<file path="src/rtl/mano_datapath.sv">
// Mano basic-computer datapath.
// Holds the AR, PC, DR, AC, IR, TR and E registers, the 16-bit common bus with
// its one-hot source select, the AC/E ALU, and the external memory interface.
// The control unit drives one register transfer per clock.
module mano_datapath #(
  parameter int DATA_W = 16,
  parameter int ADDR_W = 12
) (
  input  logic              clk,
  input  logic              rst,
  // register increment / load strobes
  input  logic              pc_inc,
  input  logic              pc_load,
  input  logic              ir_inc,
  input  logic              ir_load,
  input  logic              ar_inc,
  input  logic              ar_load,
  input  logic              dr_inc,
  input  logic              dr_load,
  input  logic              tr_load,
  // ALU commit and op select
  input  logic              ac_enable,
  input  logic              alu_and,
  input  logic              alu_add,
  input  logic              alu_lda,
  input  logic              alu_cla,
  input  logic              alu_cle,
  input  logic              alu_cma,
  input  logic              alu_cme,
  input  logic              alu_cir,
  input  logic              alu_cil,
  input  logic              alu_inc,
  // bus source select (one-hot)
  input  logic              pc_sel,
  input  logic              ar_sel,
  input  logic              dr_sel,
  input  logic              mem_sel,
  input  logic              ac_sel,
  input  logic              ir_sel,
  input  logic              tr_sel,
  // memory interface
  input  logic              mem_read,
  input  logic              mem_wrt,
  input  logic [DATA_W-1:0] mem_rdata,
  output logic [ADDR_W-1:0] mem_addr,
  output logic [DATA_W-1:0] mem_wdata,
  output logic              mem_we,
  // register contents to the control unit
  output logic [DATA_W-1:0] ir,
  output logic [DATA_W-1:0] ac,
  output logic [DATA_W-1:0] dr,
  output logic              E,
  // debug visibility
  output logic [ADDR_W-1:0] ar,
  output logic [ADDR_W-1:0] pc,
  output logic [DATA_W-1:0] bus,
  output logic              sel_conflict,
  output logic              alu_conflict
);

  localparam int ZEXT_W = DATA_W - ADDR_W;

  // architectural registers
  logic [ADDR_W-1:0] ar_q, ar_d;
  logic [ADDR_W-1:0] pc_q, pc_d;
  logic [DATA_W-1:0] dr_q, dr_d;
  logic [DATA_W-1:0] ac_q, ac_d;
  logic [DATA_W-1:0] ir_q, ir_d;
  logic [DATA_W-1:0] tr_q, tr_d;
  logic              e_q,  e_d;

  logic [DATA_W-1:0] bus_w;
  logic [DATA_W:0]   sum_w;
  logic [6:0]        sel_vec;
  logic [9:0]        op_vec;

  // Common bus mux: fixed priority mem > ac > ir > tr > dr > pc > ar.
  // A memory source without mem_read drives zero rather than stale data.
  always_comb begin
    bus_w = '0;
    if (mem_sel) begin
      bus_w = mem_read ? mem_rdata : '0;
    end else if (ac_sel) begin
      bus_w = ac_q;
    end else if (ir_sel) begin
      bus_w = ir_q;
    end else if (tr_sel) begin
      bus_w = tr_q;
    end else if (dr_sel) begin
      bus_w = dr_q;
    end else if (pc_sel) begin
      bus_w = {{ZEXT_W{1'b0}}, pc_q};
    end else if (ar_sel) begin
      bus_w = {{ZEXT_W{1'b0}}, ar_q};
    end
  end

  // Conflict detection: a vector with more than one bit set has v & (v-1) != 0.
  assign sel_vec = {pc_sel, ar_sel, dr_sel, mem_sel, ac_sel, ir_sel, tr_sel};
  assign op_vec  = {alu_and, alu_add, alu_lda, alu_cla, alu_cle,
                    alu_cma, alu_cme, alu_cir, alu_cil, alu_inc};

  always_comb begin
    sel_conflict = ((sel_vec & (sel_vec - 7'd1)) != 7'd0);
    alu_conflict = ac_enable &&
                   ((op_vec == 10'd0) || ((op_vec & (op_vec - 10'd1)) != 10'd0));
  end

  // ALU next state for AC/E; the first op in list order wins when several are high.
  always_comb begin
    ac_d  = ac_q;
    e_d   = e_q;
    sum_w = {1'b0, ac_q} + {1'b0, dr_q};
    if (ac_enable) begin
      if (alu_and) begin
        ac_d = ac_q & dr_q;
      end else if (alu_add) begin
        ac_d = sum_w[DATA_W-1:0];
        e_d  = sum_w[DATA_W];
      end else if (alu_lda) begin
        ac_d = dr_q;
      end else if (alu_cla) begin
        ac_d = '0;
      end else if (alu_cle) begin
        e_d  = 1'b0;
      end else if (alu_cma) begin
        ac_d = ~ac_q;
      end else if (alu_cme) begin
        e_d  = ~e_q;
      end else if (alu_cir) begin
        ac_d = {e_q, ac_q[DATA_W-1:1]};
        e_d  = ac_q[0];
      end else if (alu_cil) begin
        ac_d = {ac_q[DATA_W-2:0], e_q};
        e_d  = ac_q[DATA_W-1];
      end else if (alu_inc) begin
        ac_d = ac_q + 1'b1;
      end
    end
  end

  // Register next state: load beats increment; increments wrap naturally.
  // Loads read the pre-edge bus, so a register may reload its own old value.
  always_comb begin
    ar_d = ar_load ? bus_w[ADDR_W-1:0] : (ar_inc ? ar_q + 1'b1 : ar_q);
    pc_d = pc_load ? bus_w[ADDR_W-1:0] : (pc_inc ? pc_q + 1'b1 : pc_q);
    dr_d = dr_load ? bus_w : (dr_inc ? dr_q + 1'b1 : dr_q);
    ir_d = ir_load ? bus_w : (ir_inc ? ir_q + 1'b1 : ir_q);
    tr_d = tr_load ? bus_w : tr_q;
  end

  // State registers; asynchronous reset clears everything and drops the transfer.
  always_ff @(posedge clk or posedge rst) begin
    if (rst) begin
      ar_q <= '0;
      pc_q <= '0;
      dr_q <= '0;
      ac_q <= '0;
      ir_q <= '0;
      tr_q <= '0;
      e_q  <= 1'b0;
    end else begin
      ar_q <= ar_d;
      pc_q <= pc_d;
      dr_q <= dr_d;
      ac_q <= ac_d;
      ir_q <= ir_d;
      tr_q <= tr_d;
      e_q  <= e_d;
    end
  end

  // Outputs: memory write is suppressed for as long as reset is asserted.
  assign mem_addr  = ar_q;
  assign mem_wdata = bus_w;
  assign mem_we    = mem_wrt & ~rst;
  assign bus       = bus_w;
  assign ir        = ir_q;
  assign ac        = ac_q;
  assign dr        = dr_q;
  assign E         = e_q;
  assign ar        = ar_q;
  assign pc        = pc_q;

endmodule

</file>
<file path="config.mk">
export PLATFORM = sky130hd
export DESIGN_NAME = mano_datapath
export DESIGN_NICKNAME = d
export VERILOG_FILES = /design/src/rtl/mano_datapath.sv
export SDC_FILE = /design/constraint.sdc
export NUM_CORES = 1
export LEC_CHECK = 0
export CAP_MARGIN = 20
export CORE_MARGIN = 1
export CORE_UTILIZATION = 48
export DETAILED_ROUTE_END_ITERATION = 16
export GPL_TIMING_DRIVEN = 0
export PLACE_DENSITY_LB_ADDON = 0.12
export SLEW_MARGIN = 25
export SYNTH_ARGS = -nofsm -noshare
export SYNTH_HDL_FRONTEND = slang
export SYNTH_SLANG_ARGS = --single-unit
</file>
<file path="constraint.sdc">
create_clock -name clk -period 2.8 [get_ports clk]
set_clock_uncertainty 0.2 [all_clocks]
set_input_delay 0.28 -clock clk [delete_from_list [all_inputs] [get_ports clk]]
set_output_delay 0.28 -clock clk [all_outputs]
set_load 0.01 [all_outputs]
</file>
==> results_dict.tcl, run 1 <==
set metrics [dict create \
    outcome "finished with violations" \
    violated_checks "negative setup slack" \
    portBuffers 159 \
    worst_path_maximum_fanout 4 \
    antenna_violations_before_repair 0 \
    cpPeakStageDelay_ps 480 \
    critical-path-slowest-cell "or4_1" \
    worst_setup_path_end_kind "flip-flop" \
    synth-warning-count 0 \
    via_count_of_the_first_global_routing_pass 8153 \
    synth_top_area_share_pct 28.5 \
    cp_top_family "compound AO/OA/AOI/OAI gates" \
    synth_to_layout_area_growth_pct 36.0 \
    clock_tree.root_cell "clkbuf_16" \
    list_of_cells_traversed_by_the_critical_path "ha_2 -> fa_2 -> a21oi_4 -> o211ai_4 -> a21o_1 -> a311o_1 -> or4_1 -> nand3_1" \
    fmaxAchievable_mhz 356 \
    async_flop_share_pct 100 \
    clock_tree.buffer_depth 2 \
    power-per-cell-area_nw_per_um2 566 \
    drt_wl_total_um 31000 \
    ioPinCount 167 \
    row_cnt 46 \
    post_synth_num_cell_types 75 \
    grt_pass1_wl_um 46300 \
    place_inst 1373 \
    ctsHtreeMaxLevel 3 \
    setup_violations 1 \
    synth.avg_cell_area_um2 7.84 \
    vdd_drop_max_mv 0.316 \
    remaining_drc_errors 0 \
    viasPerCell 6.18 \
    worst_slew_margin_rel_pct 54.0 \
    grt_max_degree 67 \
    worst_ep_required_time_ps 2890 \
    post_drt_wl_per_cell_um 21.5 \
    die_w_um 130 \
    tightest_slew_ps 689 \
    initial_utilization_pct 49.2 \
    power.leakage_nw 4.53 \
    timing.max_cap.violations 0 \
    layout_min_cycle_time_ps 2810 \
    dieHeight_um 130 \
    core_area_um2 15900 \
    nNetsFinal 1291 \
    finalWorstSetupSlack_ps -12.3 \
    synthFlopType "dfrtp_1" \
    ys_seq_area_share_pct 28.5 \
    crit_arrival_ps 2900 \
    post_synthesis_register_bit_count 89 \
    post_synth_instance_area_um2 7820 \
    tritoncts "yes" \
    final_period_util_pct 100 \
    drive_gt1_share_pct 18.7 \
    timing.critical_path.buf_inv 0 \
    setup_total_negative_slack_ps -12.3 \
    final_cell_count_no_fill 1443 \
    drt_iter0_drc 978 \
    post_synth_edffs 0 \
    synthesized_netlist_net_count 1066 \
    setup.worst_path.class "reg -> reg" \
    clock_slew_at_reported_path_ffs_ps 80 \
    clkSinkCount 89 \
    globalRoute.totalOverflow 0 \
    groute.usage.overall_pct 36.9 \
    detail-route-antenna-nets 0 \
    n_antenna_cell 0 \
    worst_hold_path_type "in -> async" \
    dp.final_hpwl_um 21800 \
    regToRegSetupSlack_ps -10 \
    finalHoldViolations 0 \
    slew_violations 0 \
    gpl.final_weighted_congestion 0.994 \
    vias 8912 \
    rsz0062_at_grt "true" \
    cts_hold_repair.buffers 0 \
    nFillCells 1393 \
    cts_made_buffers 9 \
    cells_taking_the_most_area_after_synthesis "dfrtp_1, a21oi_1, xnor2_1" \
    clk_latency_worst_skew_pair_ps 360 \
    drt_pre_antenna_iters 6 \
    crit_path_start_kind "flip-flop" \
    synth_largest_area_cell "dfrtp_1" \
    syn-instance-count 997 \
    die_area_um2 16800 \
]
-- path summary, 6_finish.rpt --
path                          start        to  cells after the start
max in group asynchronous       rst    dr[13]                      3
max                           dr[0]    ac[14]                      8
min reg2reg                tr_q[14]  tr_q[14]                      1
min                             rst     ac[0]                      2
max reg2reg                   dr[0]    ac[14]                      8
min in group clk            tr_load   tr_q[0]                      2
-- layout by cell type (no fill, tap or decap), types with 30 or more instances in the layout --
cell type | Yosys | layout
a21oi_1 | 115 | 113
nand3_1 | 41 | 41
dfrtp_1 | 89 | 54
buf_4 | 29 | 87
clkbuf_1 | 48 | 36
clkdlybuf4s50_1 | 0 | 128
nand2_1 | 83 | 83
o21ai_0 | 33 | 30
dfrtp_2 | 0 | 35
xnor2_1 | 44 | 44
nor2_1 | 93 | 89
inv_1 | 56 | 54
-- kinds of logic (layout without fill, tap and decap cells) --
logic type               count (synthesis)  count (layout)  share of synthesized area [%]
flip-flops                              89              89                           28.5
buffers and inverters                  153             383                           9.28
AO/OA/AOI/OAI                          297             297                           25.7
multiplexers                            30              30                           3.92
XOR/XNOR                                64              64                           7.17
AND/OR/NAND/NOR                        342             342                           21.8
adder cells (fa/ha/maj)                 22              22                           3.62
-- flip-flops by register name (all words and copies together), names as in the netlist --
| signal | cells |
|---|---|
| dr | 16 |
| E | 1 |
| ar | 12 |
| ir | 16 |
| ac | 16 |
| tr_q | 16 |
| pc | 12 |
-- synth_stat cells (25+ instances only) --
cell type / count
a21oi_1: 115
nor2_1: 93
dfrtp_1: 89
nand2_1: 83
inv_1: 56
clkbuf_1: 48
xnor2_1: 44
nand3_1: 41
o21ai_0: 33
buf_4: 29
nor2b_1: 28
mux2i_1: 25
-- what timing repair did --
item | 4_1_cts | 5_1_grt
endpoints found under the setup margin | 41 | 17
pin swaps | 16 | 9
gates resized for setup | 108 | 35
hold endpoints to repair | 0 | 0
cloned | 0 | 0
setup buffers | 49 | 8
-- worst reg2reg max path, stage by stage, from the launching register on --
cell	delay, ps
dfrtp_2	460
ha_2	220
fa_2	380
a21oi_4	200
o211ai_4	140
a21o_1	240
a311o_1	320
or4_1	480
nand3_1	100
-- routing by layer --
layer  track usage [%]  part of all wire (%)
met1              48.1                    41
met2              58.6                    46
met3              5.37                   8.6
met4              20.8                   5.3
met5                 0                     0
-- per-stage QoR --
step | total power, mW | worst slack, ps | util, % | hold slack, ps | area, um2
finish | 6.01 | -12.3 | 66.9 | 72.4 | 10600
global route | 6.30 | -44.9 | 66.9 | 121 | 10600
CTS | 5.89 | -160 | 66.1 | 88.5 | 10500
detailed placement | 4.51 | -814 | 61.1 | 297 | 9710
global placement | 4.48 | -1550 | 60.9 | 294 | 9680
floorplan | 3.36 | 13.1 | - | 177 | 7820
-- where the power goes --
group	total [mW]	switching, mW	internal (mW)
clock	1.19	0.554	0.632
combinational	3.02	1.61	1.42
sequential	1.80	0.292	1.51
total	6.01	2.45	3.56
-- final cells by class --
class / instances / area (um2) / share of cell area [%]
plain buffers: 93 / 546 / 5.13
clock buffers: 11 / 243 / 2.28
clock inverters: 5 / 38.8 / 0.365
inverters: 57 / 223 / 2.10
multi-input cells: 755 / 4990 / 47.0
flip-flops and latches: 89 / 2270 / 21.4
well taps: 216 / 270 / 2.54
repair buffers: 217 / 2040 / 19.2
(Power assumes the default switching activity.)
==> run 2: changes to the inputs <==
CAP_MARGIN = unset   (was 20)
CORE_MARGIN = 2   (was 1)
CTS_BUF_LIST = sky130_fd_sc_hd__clkbuf_2 sky130_fd_sc_hd__clkbuf_4 sky130_fd_sc_hd__clkbuf_8   (was unset)
==> results_dict.tcl, run 2 (synthesis gave the netlist of run 1 again) <==
set metrics [dict create \
    outcome "finished, final reports clean" \
    worst_path_maximum_fanout 10 \
    worst_ep_required_time_ps 2320 \
    timing.reg2reg.worst_path_depth 8 \
    grt_pass1_wl_um 47100 \
    final_core_occ_pct 67.2 \
    final_period_util_pct 98.6 \
    via_count_of_the_first_global_routing_pass 8431 \
    ioPinCount 167 \
    cp.depth 8 \
    critical-path-slowest-cell "clkdlybuf4s50_1" \
    highest_layer "met4" \
    globalRoute.totalOverflow 0 \
    core_area_um2 15900 \
    regToRegSetupSlack_ps 90 \
    groute.usage.overall_pct 34.3 \
    portBuffers 159 \
    drt-met1-wl_um 12100 \
    grt_max_degree 68 \
    crit_path_start_kind "input pin" \
    cts_hold_repair.buffers 0 \
    vdd_drop_max_mv 0.301 \
    drt_wl_total_um 30600 \
    worstReg2RegStart "dr[1]" \
    cp_top_family "buffers and inverters" \
    nNetsFinal 1311 \
    met3_length_um 2900 \
    dieHeight_um 132 \
    postPlaceCellArea_um2 9710 \
    routed-wl-met2_um 14100 \
    worst_slew_margin_rel_pct 52.9 \
    place_inst 1373 \
    drive_gt1_share_pct 20.9 \
    clk_latency_worst_skew_pair_ps 390 \
    vias 8945 \
    worst_path_most_repeated_cell "clkbuf_2" \
    finalHoldViolations 0 \
    synth_to_layout_area_growth_pct 36.6 \
    cpPeakStageDelay_ps 630 \
    tightest_slew_ps 706 \
    clock_tree.root_cell "clkbuf_8" \
    final_cell_area_um2 10700 \
    initial_utilization_pct 49.2 \
    layout_min_cycle_time_ps 2760 \
    crit-reg2reg-capture "ac[13]" \
    fmaxAchievable_mhz 362 \
    tritoncts "yes" \
    n_antenna_cell 0 \
    timing.max_cap.violations 0 \
    die_w_um 132 \
    setup_violations 0 \
    worst_setup_path_end_kind "output pin" \
    power.leakage_nw 4.58 \
    power-per-cell-area_nw_per_um2 548 \
    dp.final_hpwl_um 21400 \
    viasPerCell 6.11 \
    drt_pre_antenna_iters 5 \
    clkSinkCount 89 \
    final_common_cell "clkdlybuf4s50_1" \
    ctsHtreeMaxLevel 3 \
    rsz0062_at_grt "true" \
    crit_arrival_ps 2280 \
    drt_iter0_drc 1121 \
    setup_total_negative_slack_ps 0 \
    remaining_drc_errors 0 \
    timing.critical_path.buf_inv 4 \
    clock_tree.buffer_depth 2 \
    detail-route-antenna-nets 0 \
    post_drt_wl_per_cell_um 20.9 \
    most-common-layout-cells "clkdlybuf4s50_1, a21oi_1, buf_4, nor2_1, nand2_1" \
    die_area_um2 17300 \
    setup.worst_path.class "in -> out" \
    list_of_cells_traversed_by_the_critical_path "buf_2 -> clkbuf_2 -> clkbuf_2 -> nor2_1 -> nand2_1 -> a21oi_1 -> o21ai_0 -> clkdlybuf4s50_1" \
    slew_violations 0 \
    antenna_violations_before_repair 0 \
    cts_made_buffers 9 \
    clock_slew_at_reported_path_ffs_ps 100 \
    final_cell_count_no_fill 1463 \
    gpl.final_weighted_congestion 0.953 \
    worst_hold_path_type "in -> async" \
    row_cnt 46 \
]
-- run 2: changes by cell type in the layout (fill, tap and decap cells not counted), moves of 2 or more --
cell | before | now
clkbuf_8 | 1 | 12
clkbuf_1 | 36 | 31
dlygate4sd2_1 | 22 | 17
buf_4 | 87 | 107
clkdlybuf4s50_1 | 128 | 126
clkbuf_2 | 7 | 18
clkbuf_16 | 9 | 0
-- run 2: worst max-delay path by stage --
| stage | from | to | slack [ps] |
|---|---|---|---|
| 2_1_floorplan | rst | E | 10 |
| 3_3_place_gp | rst | ir[12] | -1520 |
| 3_5_place_dp | dr_sel | mem_wdata[11] | -710 |
| 4_1_cts | dr_sel | mem_wdata[11] | -140 |
| 5_1_grt | dr[14] | mem_wdata[14] | -3 |
| 6_report | ac_sel | sel_conflict | 40 |
-- run 2: timing repair --
item / 4_1_cts / 5_1_grt
endpoints found under the hold margin: 0 / 0
pin swaps: 16 / 19
cloned: 0 / 0
setup endpoints to repair: 39 / 20
resized for setup: 102 / 55
buffers inserted: 54 / 23
-- run 2: per-stage QoR --
stage | power, mW | hold WS [ps] | setup slack, ps
after floorplan | 3.36 | 177 | 13.1
after global routing | 6.14 | 59.5 | -3.49
after global placement | 4.46 | 295 | -1520
after detailed placement | 4.50 | 299 | -706
final | 5.85 | 23.6 | 38.1
after CTS | 5.68 | 33.5 | -144
-- run 2: layer usage --
metal  vias up  track usage [%]
li1       4062                -
met5         -                0
met1      4237             43.5
met4         0             17.8
met2       529             55.5
met3       117             6.48
-- run 2: cell type report --
cell class	count	area [um2]
buffer	93	552
clock buffer	11	151
clock inverter	5	62.6
fill	1385	5200
inverter	57	223
multi-input combinational	755	4990
sequential	89	2270
tap	216	270
timing repair buffer	237	2160
-- run 2: power breakdown --
group / internal, mW / switching, mW
clock network: 0.466 / 0.522
logic: 1.46 / 1.61
registers: 1.51 / 0.283
==> run 3: changes to the inputs <==
CORE_UTILIZATION = 54   (was 48)
clock period = 3.07 ns   (was 2.8 ns; I/O delays follow)
==> results_dict.tcl, run 3 (synthesis gave the netlist of run 1 again) <==
set metrics [dict create \
    grt.busiest_layer "met2" \
    groute.usage.overall_pct 37.2 \
    worst_path_maximum_fanout 2 \
    gpl.final_weighted_congestion 0.968 \
    place_inst 1337 \
    clock_slew_at_reported_path_ffs_ps 110 \
    detail-route-antenna-nets 0 \
    rsz0062_at_grt "true" \
    via_count_of_the_first_global_routing_pass 8359 \
    finalHoldWorstSlack_ps 31.1 \
    fmaxAchievable_mhz 331 \
    final_period_util_pct 98.5 \
    drt_wl_total_um 29800 \
    dieHeight_um 124 \
    clkSinkCount 89 \
    row_cnt 43 \
    crit_path_start_kind "flip-flop" \
    clk_latency_worst_skew_pair_ps 400 \
    grt_max_degree 71 \
    seqCellArea_um2 2270 \
    layout_min_cycle_time_ps 3030 \
    grt.met3_usage_pct 6.44 \
    finalWorstSetupSlack_ps 44.5 \
    die_area_um2 15500 \
    tritoncts "yes" \
    crit_arrival_ps 2520 \
    setup_violations 0 \
    dp.final_hpwl_um 20800 \
    worst_ep_required_time_ps 2560 \
    power.leakage_nw 4.49 \
    grt_pass1_wl_um 46100 \
    ctsHtreeMaxLevel 3 \
    list_of_cells_traversed_by_the_critical_path "nand2_1 -> a311o_1 -> a221oi_2 -> a21oi_1 -> o21a_2 -> inv_1 -> buf_4 -> clkdlybuf4s50_1" \
    clock_tree.root_cell "clkbuf_8" \
    timing.max_cap.violations 0 \
    gr-usage-met2_pct 60.2 \
    portBuffers 159 \
    drive_gt1_share_pct 17.4 \
    clock_tree.buffer_depth 2 \
    cpPeakStageDelay_ps 520 \
    viasPerCell 6.40 \
    antenna_violations_before_repair 0 \
    dp_worst_setup_slack_ps -497 \
    timing.critical_path.buf_inv 3 \
    synth_to_layout_area_growth_pct 33.8 \
    outcome "finished, final reports clean" \
    vias 8988 \
    slew_violations 0 \
    regToRegSetupSlack_ps 100 \
    critical-path-slowest-cell "clkdlybuf4s50_1" \
    nFillCells 1064 \
    ioPinCount 167 \
    final_common_cell "clkdlybuf4s50_1" \
    drt_iter0_drc 1150 \
    core_area_um2 14000 \
    combined_area_of_the_multi_input_logic_cells_um2 4960 \
    cp_top_family "compound AO/OA/AOI/OAI gates" \
    worst_hold_path_type "in -> async" \
    total_power_mw 5.35 \
    initial_utilization_pct 55.9 \
    drt_pre_antenna_iters 7 \
    power-per-cell-area_nw_per_um2 511 \
    nNetsFinal 1289 \
    globalRoute.totalOverflow 0 \
    postPlaceCellArea_um2 9670 \
    setup.worst_path.class "reg -> out" \
    final_cell_count_no_fill 1404 \
    finalHoldViolations 0 \
    globalRouteMet1Util_pct 48.2 \
    post_drt_wl_per_cell_um 21.2 \
    remaining_drc_errors 0 \
    tightest_slew_ps 752 \
    worst_slew_margin_rel_pct 49.9 \
    cts_made_buffers 9 \
    final_cell_area_um2 10500 \
    n_antenna_cell 0 \
    most-common-layout-cells "clkdlybuf4s50_1, a21oi_1, nor2_1, buf_4, nand2_1" \
    worst_setup_path_end_kind "output pin" \
    die_w_um 124 \
    vdd_drop_max_mv 0.259 \
]
==> run 3: cell count changes in the layout (fill, tap and decap cells not counted), moves of 5 or more <==
cell	delta
clkdlybuf4s50_1	+17
clkbuf_1	+7
dlygate4sd2_1	-15
buf_4	-24
dlymetal6s2s_1	+5
clkbuf_2	-11
==> run 3: final cells by class <==
cell class | instances | share of cell area, %
sequential | 89 | 21.7
clock buffer | 11 | 1.45
inverter | 57 | 2.09
timing repair buffer | 214 | 19.5
tap | 180 | 2.15
buffer | 94 | 4.98
clock inverter | 4 | 0.730
multi-input combinational | 755 | 47.4
==> run 3: power by group <==
part,internal [mW],switching [mW]
logic,1.29,1.42
clock network,0.501,0.488
registers,1.38,0.277
total,3.17,2.18
==> run 3: final timing paths <==
path,start,to,cells past startpoint
hold reg to reg,tr_q[5],tr_q[5],2
hold / removal,rst,ac[6],2
setup reg to reg,dr[0],ac[14],9
setup / recovery,pc[2],mem_wdata[2],8
min in group clk,tr_load,tr_q[11],2
max in group asynchronous,rst,ar[8],3
==> run 3: repair_timing <==
item                                    in CTS  in global routing
endpoints found under the setup margin      32                 25
setup buffers                               35                 19
hold buffers                                 0                  0
gates resized for setup                     61                 37
pin swaps                                    3                 13
==> run 3: worst register-to-register path, cell delays in order (launching register included) <==
cell and delay [ps]:
dfrtp_2 450, buf_4 150, ha_1 240, fa_2 380, a21oi_2 190, o211ai_2 180, a21o_1 230, a311o_1 290
or4_1 470, nand3_1 110
==> run 3: routing by layer <==
layer  up-vias  share of wire, %
met1      4237                38
li1       4017                 -
met4         0               5.5
met3       127                10
met5         -                 0
met2       607                46
==> run 3: per-stage QoR <==
| stage | utilization [%] | TNS [ps] |
|---|---|---|
| finish | 74.8 | 0 |
| CTS | 73.4 | -33.7 |
| global route | 74.8 | -106 |
| floorplan | - | 0 |
| detailed placement | 69.1 | -9990 |
| global placement | 68.9 | -123440 |
==> RTL change (settings of run 3) <==
The parameter `ADDR_W` goes from 12 to 11.
--- a/src/rtl/mano_datapath.sv
+++ b/src/rtl/mano_datapath.sv
@@ -4,7 +4,7 @@
 // The control unit drives one register transfer per clock.
 module mano_datapath #(
   parameter int DATA_W = 16,
-  parameter int ADDR_W = 12
+  parameter int ADDR_W = 11
 ) (
   input  logic              clk,
   input  logic              rst,
Ports: changed (resized ar, mem_addr and pc); port bits go from 167 to 164. No check against the original RTL was run, so the function may have changed too.
==> RTL change against run 3 <==
- cell area decreased by 7.3%
- core utilization decreased by 4.4 points
- wire length decreased by 7.6%
- worst hold slack improved by 0.084 ns
- sequential share of layout area increased by 0.90 points
- power decreased by 2.2%
- count of clock-buffer cells in the layout decreased by 1
- sequential cell count decreased by 2
- area after synthesis decreased by 3.1%
- worst setup slack improved by 0.036 ns
- critical path type is now primary input to output pin
- largest power group unchanged
- highest routed layer unchanged
==> RTL change: results (changes against run 3) <==
Parameter                              Value

Run status
  Status ... finished, final reports clean (unchanged)

Yosys
  Compound-cell area share of the yosys netlist ... 0.267 (was 0.257)
  Seq/Total Area, Yosys ... 0.288 (was 0.285)
  Synth unique cells ... 73 (was 75)
  Top post-synthesis cells by area ... sky130_fd_sc_hd__dfrtp_1 29%, sky130_fd_sc_hd__a21oi_1 8.4%, sky130_fd_sc_hd__xnor2_1 4.7% (was sky130_fd_sc_hd__dfrtp_1 28%, sky130_fd_sc_hd__a21oi_1 7.4%, sky130_fd_sc_hd__xnor2_1 4.9%)
  Mean instance size in the synthesized netlist ... 7.76 sq um (was 7.84 sq um)
  Xor/xnor cell area share of the yosys netlist ... 0.0706 (was 0.0717)
  Adder and majority cell fraction of the synthesized area ... 0.0400 (was 0.0362)
  Post-synth top cells ... 127 x sky130_fd_sc_hd__a21oi_1, 91 x sky130_fd_sc_hd__nor2_1, 87 x sky130_fd_sc_hd__dfrtp_1, 86 x sky130_fd_sc_hd__nand2_1, 58 x sky130_fd_sc_hd__inv_1 (was 115 x sky130_fd_sc_hd__a21oi_1, 93 x sky130_fd_sc_hd__nor2_1, 89 x sky130_fd_sc_hd__dfrtp_1, 83 x sky130_fd_sc_hd__nand2_1, 56 x sky130_fd_sc_hd__inv_1)
  Multiplexer area fraction after synthesis ... 0.0476 (was 0.0392)

Placed design
  Post-Place Cells ... 1307 (was 1337)
  Final estimated routing congestion in global placement ... 1.00 (was 0.968)
  Post-detail-place hpwl ... 20600 um (was 20800 um)

Power and ir drop
  Switching part of the total ... 0.438 (was 0.408)
  IR Drop Worst-Case VDD ... 345 uV (was 259 uV)
  Clock net power ... 0.801 mW (was 0.989 mW)

Cells and area
  Layout cell share with drive strength beyond 1 ... 0.103 (was 0.174)
  Count of non-CTS inverters in the layout ... 59 (was 57)
  # nets final ... 1209 (was 1289)
  Bufs w/o clock ... 249 (was 308)
  Reg area ... 0.00219 sq mm (was 0.00227 sq mm)
  Multi-input combinational cell count ... 734 (was 755)

Global routing
  GRT Resource Usage Total ... 0.368 (was 0.372)
  Global routing met2 resource utilization ... 0.553 (was 0.602)
  Via count of the first global-routing pass ... 7703 (was 8359)
  Maximum number of pins on one net before global-route repair ... 46 (was 71)
  Met1 demand-to-capacity share in global routing ... 0.527 (was 0.482)

Routing
  Average wire per standard cell ... 20.8 um (was 21.2 um)
  Overall routed net length ... 27600 um (was 29800 um)
  Routed length on met1 ... 11600 um (was 11400 um)
  Detail Route met3 WL ... 2960 um (was 3110 um)

CTS
  Clock sink total ... 87 (was 89)
  Post CTS Setup Buffer Count ... 1 (was 35)
  Post-CTS resize count ... 42 (was 61)

Worst setup path
  Crit path DAT ... 2.48 ns (was 2.52 ns)
  Largest driver fanout on the critical path ... 6 (was 2)

Timing
  Tightest Pin Transition ... 0.865 ns (was 0.752 ns)
==> RTL change: per-stage QoR <==
stage	setup TNS, ns	power [mW]	instance area, sq um	hold slack (ns)
6_report	0	5.23	9690	0.115
5_1_grt	-0.00304	5.53	9690	0.158
4_1_cts	0	5.14	9640	0.127
3_3_place_gp	-116.47	4.28	9300	0.294
3_5_place_dp	-8.41	4.31	9330	0.299
2_1_floorplan	0	3.22	7570	0.266
==> RTL change: worst paths after layout <==
check	startpoint	to	slack, ns	cells past startpoint
hold reg to reg	tr_q[11]	tr_q[11]	0.31	1
max in group asynchronous	rst	dr[4]	1.96	3
hold / removal	rst	ar[1]	0.11	2
min in group clk	tr_load	tr_q[10]	0.13	2
setup reg to reg	dr[0]	E	0.12	8
setup / recovery	alu_cir	alu_conflict	0.08	8
